==> src/rtl/regfile_write_decode.sv <==
// regfile_write_decode: write-side decode and storage of the 32-entry register file with optional same-cycle forwarding
module regfile_write_decode #(
    parameter int WIDTH    = 32,
    parameter int ZERO_REG = 31,
    parameter bit BYPASS   = 1
) (
    input  logic                   clk,
    input  logic                   reset,
    input  logic                   wr_en,
    input  logic [4:0]             wr_addr,
    input  logic [WIDTH-1:0]       wr_data,
    output logic [31:0][WIDTH-1:0] regs_out,
    output logic [31:0]            wr_sel,
    output logic                   wr_done,
    output logic [4:0]             wr_done_addr
);
    logic [3:0] hi_sel;
    logic [7:0] lo_sel;
    logic       accept;
    logic       fwd;
    assign hi_sel = wr_en ? 4'(4'b0001 << wr_addr[4:3]) : 4'b0000;
    assign lo_sel = 8'(8'b0000_0001 << wr_addr[2:0]);
    assign accept = wr_en && (wr_addr != 5'(ZERO_REG));
    // a write dropped by reset is not forwarded either
    assign fwd    = BYPASS && accept && reset;
    genvar g, i;
    generate
        for (g = 0; g < 4; g++) begin : g_hi
            for (i = 0; i < 8; i++) begin : g_lo
                assign wr_sel[8*g+i] = hi_sel[g] & lo_sel[i];
            end
        end
        for (g = 0; g < 32; g++) begin : g_reg
            if (g == ZERO_REG) begin : g_zero
                assign regs_out[g] = '0;
            end else begin : g_store
                logic [WIDTH-1:0] q;
                always_ff @(posedge clk) begin
                    if (!reset)
                        q <= '0;
                    else if (wr_sel[g])
                        q <= wr_data;
                end
                assign regs_out[g] = (fwd && wr_sel[g]) ? wr_data : q;
            end
        end
    endgenerate
    always_ff @(posedge clk) begin
        if (!reset) begin
            wr_done      <= 1'b0;
            wr_done_addr <= 5'd0;
        end else begin
            wr_done <= accept;
            if (accept)
                wr_done_addr <= wr_addr;
        end
    end
endmodule

==> config.mk <==
export PLATFORM = sky130hd
export DESIGN_NAME = regfile_write_decode
export DESIGN_NICKNAME = d
export VERILOG_FILES = /design/src/rtl/regfile_write_decode.sv
export SDC_FILE = /design/constraint.sdc
export NUM_CORES = 2
export LEC_CHECK = 0
export ABC_AREA = 1
export CORE_AREA = 2 2 431 433
export DETAILED_ROUTE_END_ITERATION = 6
export DIE_AREA = 0 0 433 435
export PLACE_DENSITY = 0.46
export SYNTH_ARGS = -nofsm -noshare
export SYNTH_HDL_FRONTEND = slang
export SYNTH_SLANG_ARGS = --single-unit
==> constraint.sdc <==
create_clock -name clk -period 3.5 [get_ports clk]
set_input_delay 0.35 -clock clk [delete_from_list [all_inputs] [get_ports clk]]
set_output_delay 0.35 -clock clk [all_outputs]
set_load 0.02 [all_outputs]
==> results.yml <==
route:
  drc: 1
  vias_per_cell: 5.34
  drt_iter0_drc: 5987
  detail_route.wl_per_cell_um: 26.5
  drtAntennaViolNets: 0
  drt-pass1-iter-count: 7
  num_vias: 59400
  wirelength_um: 295000
timing:
  holdWs_ps: 64.4
  tns_ps: 0
  rsz0062_at_grt: "no"
  period_share_pct: 95.7
  min_period_ps: 3350
  maxSlewViolCount: 0
  clock.fmax_mhz: 298
  setup_slack_ps: 149
  maxSlewHeadroom_pct: 21.7
  final_hold_viol_count: 0
  skew_ps: 0
  worstMarginPinSlew_ps: 1170
  setup_viol: 0
outcome:
  violations: "DRC"
  status: "finished, violations left"
critical_path:
  cp_cell_sequence: "clkdlybuf4s50_1 -> inv_1 -> nand3_2 -> buf_4 -> nor2_4 -> buf_12 -> nand4_1 -> nand2_1 -> clkdlybuf4s50_1"
  startpoint_type: "primary input"
  rr_worst_depth: 2
  r2r_start: "g_reg[11].g_store.q[7]$_SDFFE_PN0P_"
  crit_start: "wr_addr[2]"
  worstPathMaxFanout: 46
  arrival_ps: 3000
  max_stage_delay_ps: 650
  cp.required_ps: 3150
  crit_type: "primary input to output port"
  cp-end-kind: "output port"
  cp_slowest_cell: "clkdlybuf4s50_1"
  cp_common_cell: "clkdlybuf4s50_1"
  crit_end: "regs_out[828]"
  r2r_end: "g_reg[11].g_store.q[7]$_SDFFE_PN0P_"
  r2r_slack_ps: 2700
cts:
  htree_levels: 3
  post_cts_buffers: 0
  clock_path_buffers: 3
  clk_latency_ps: 770
  clk_pin_slew_ps: 60
  cts_root_buffer: "clkbuf_16"
  cts_sinks: 998
  cts_tree: "done"
  numCtsBuffers: 121
synthesis:
  syn_inst: 7918
  yosysTopAreaCellShare_pct: 39.7
  synth_commonest_cells: "nand2_1, nor2_1, dfxtp_1, o21ai_0, nand4_1"
  synth.area.top_cells: "dfxtp_1, nand2_1, nor2_1, nand4_1, o21ai_0"
  seq_area_frac_synth_pct: 39.7
  ys_ff_latch: 998
  synth_cell_type_count: 14
  ys_dominant_reg_cell: "dfxtp_1"
  ys_async_sr_fraction_pct: 0
  synth.avg_cell_area_sq_um: 6.36
  syn_area_sq_um: 50400
  synth_top_cell_by_area: "dfxtp_1"
  yosysMostFrequentCell: "nand2_1"
  synth_enable_flop_cells: 0
  yosys_warnings: 0
power:
  power_mw: 28.2
  p_per_area_nw_per_um2: 404
  seq_power_share_pct: 41.1
  share_comb_of_total_power_pct: 11.3
  clockPowerShare_pct: 47.6
  power_switching_mw: 8.02
  p_leak_nw: 31.5
  peakVddDrop_mv: 0.407
  switching_share_pct: 28.4
  intPower_mw: 20.2
floorplanning:
  rows: 158
  pin_count: 1102
  start_util_pct: 27.4
  die_h_um: 435
  die_area_sq_um: 188000
  core_sq_um: 184000
  die_w_um: 433
final_layout:
  layout.nets: 8601
  layoutNonFillerInstCount: 11100
  area_growth_pct: 38.7
  fin_util_pct: 38.0
  drive_gt1_share_pct: 8.71
  design_area_sq_um: 69900
placement:
  placed_cells: 10900
  dpl_cell_area_sq_um: 65500
  dp_hpwl_um: 195000
  dp_slack_ps: -146
  routabilityCongestion: 0.893
  portBuffers: 1069
global_routing:
  grt_pass1_wl_um: 413000
  grt_start_max_net_pins: 123
  grt-ovfl-total: 0
  antenna_found_initial: 14
  grt_pass1_vias: 54100
  grtUsageTotal_pct: 29.9
min_path:
  worstHoldPathType: "primary input to register"
  hold_depth: 3
flow_run:
  drv_cap: 0
-- power groups by stage --
stage	registers [mW]	clock network [mW]	logic, mW
2_1_floorplan	11.8	0	1.42
3_3_place_gp	11.8	0	3.11
3_5_place_dp	11.8	0	3.11
4_1_cts	11.6	13.6	3.14
5_1_grt	11.6	14.1	3.29
6_report	11.6	13.4	3.18
-- final cells by class --
class | count | area (sq um)
Sequential cell | 998 | 20000
Antenna cell | 4 | 10.0
Inverter | 65 | 244
Clock inverter | 44 | 591
Multi-Input combinational cell | 5919 | 26500
Tap cell | 2480 | 3100
Fill cell | 19300 | 114000
Timing Repair Buffer | 1456 | 15900
Clock buffer | 173 | 3510
-- worst min path at each step --
stage,from,slack (ps),endpoint
6_report,wr_data[16],60,g_reg[2].g_store.q[16]$_SDFFE_PN0P_
5_1_grt,wr_data[16],40,g_reg[2].g_store.q[16]$_SDFFE_PN0P_
4_1_cts,wr_data[16],1,g_reg[2].g_store.q[16]$_SDFFE_PN0P_
3_5_place_dp,wr_done_addr[3]$_SDFFE_PN0P_,470,wr_done_addr[3]$_SDFFE_PN0P_
3_3_place_gp,wr_done_addr[3]$_SDFFE_PN0P_,480,wr_done_addr[3]$_SDFFE_PN0P_
2_1_floorplan,g_reg[0].g_store.q[0]$_SDFFE_PN0P_,480,g_reg[0].g_store.q[0]$_SDFFE_PN0P_
-- placed cells by master (no fill, tap or decap) --
| cell type | instances |
|---|---|
| nand2_1 | 1985 |
| nor2_1 | 1677 |
| o21ai_0 | 998 |
| dfxtp_1 | 998 |
| nand4_1 | 992 |
| clkdlybuf4s50_1 | 914 |
| buf_4 | 311 |
| buf_12 | 203 |
| a21oi_1 | 160 |
| clkbuf_16 | 125 |
| inv_1 | 65 |
| nand3_1 | 35 |
| nor2_4 | 32 |
| conb_1 | 32 |
| clkbuf_8 | 27 |
| clkbuf_1 | 24 |
| clkinv_2 | 16 |
| bufinv_16 | 12 |
| dlygate4sd3_1 | 12 |
| clkinvlp_4 | 10 |
| nand3_2 | 8 |
| dlymetal6s2s_1 | 5 |
| diode_2 | 4 |
| dlygate4sd2_1 | 4 |
| clkinv_8 | 3 |
| inv_6 | 3 |
| buf_16 | 3 |
| buf_6 | 1 |
-- flip-flops by register name (all words and copies together), names as in the netlist --
signal and cells:
g.g_store.q 992, wr_done_addr 5, wr_done 1
-- timing repair --
item / 4_1_cts / 5_1_grt
hold buffers: 12 / 0
hold endpoints to repair: 52 / 0
gates resized for setup: 8 / 8
setup endpoints to repair: 115 / 87
gates cloned: 0 / 3
-- worst max-delay path: cells and delay by family --
family	cells	cell delay, ps
simple gates	4	740
buf+inv	5	1860
-- layer usage --
metal	track usage, %	part of all wire (%)	up-vias
met3	4.38	6.3	651
met4	20.7	7.9	4
met1	38.0	41	28600
met2	46.4	45	2719
met5	0	0.0095	-
li1	-	-	27400
-- cell families after synthesis --
family / Yosys count / share of synthesized area [%]
buf+inv: 1032 / 8.50
compound gates: 1158 / 11.5
other cells: 1 / 0.00745
simple gates: 4729 / 40.3
flops: 998 / 39.7
(Power assumes the default switching activity.)
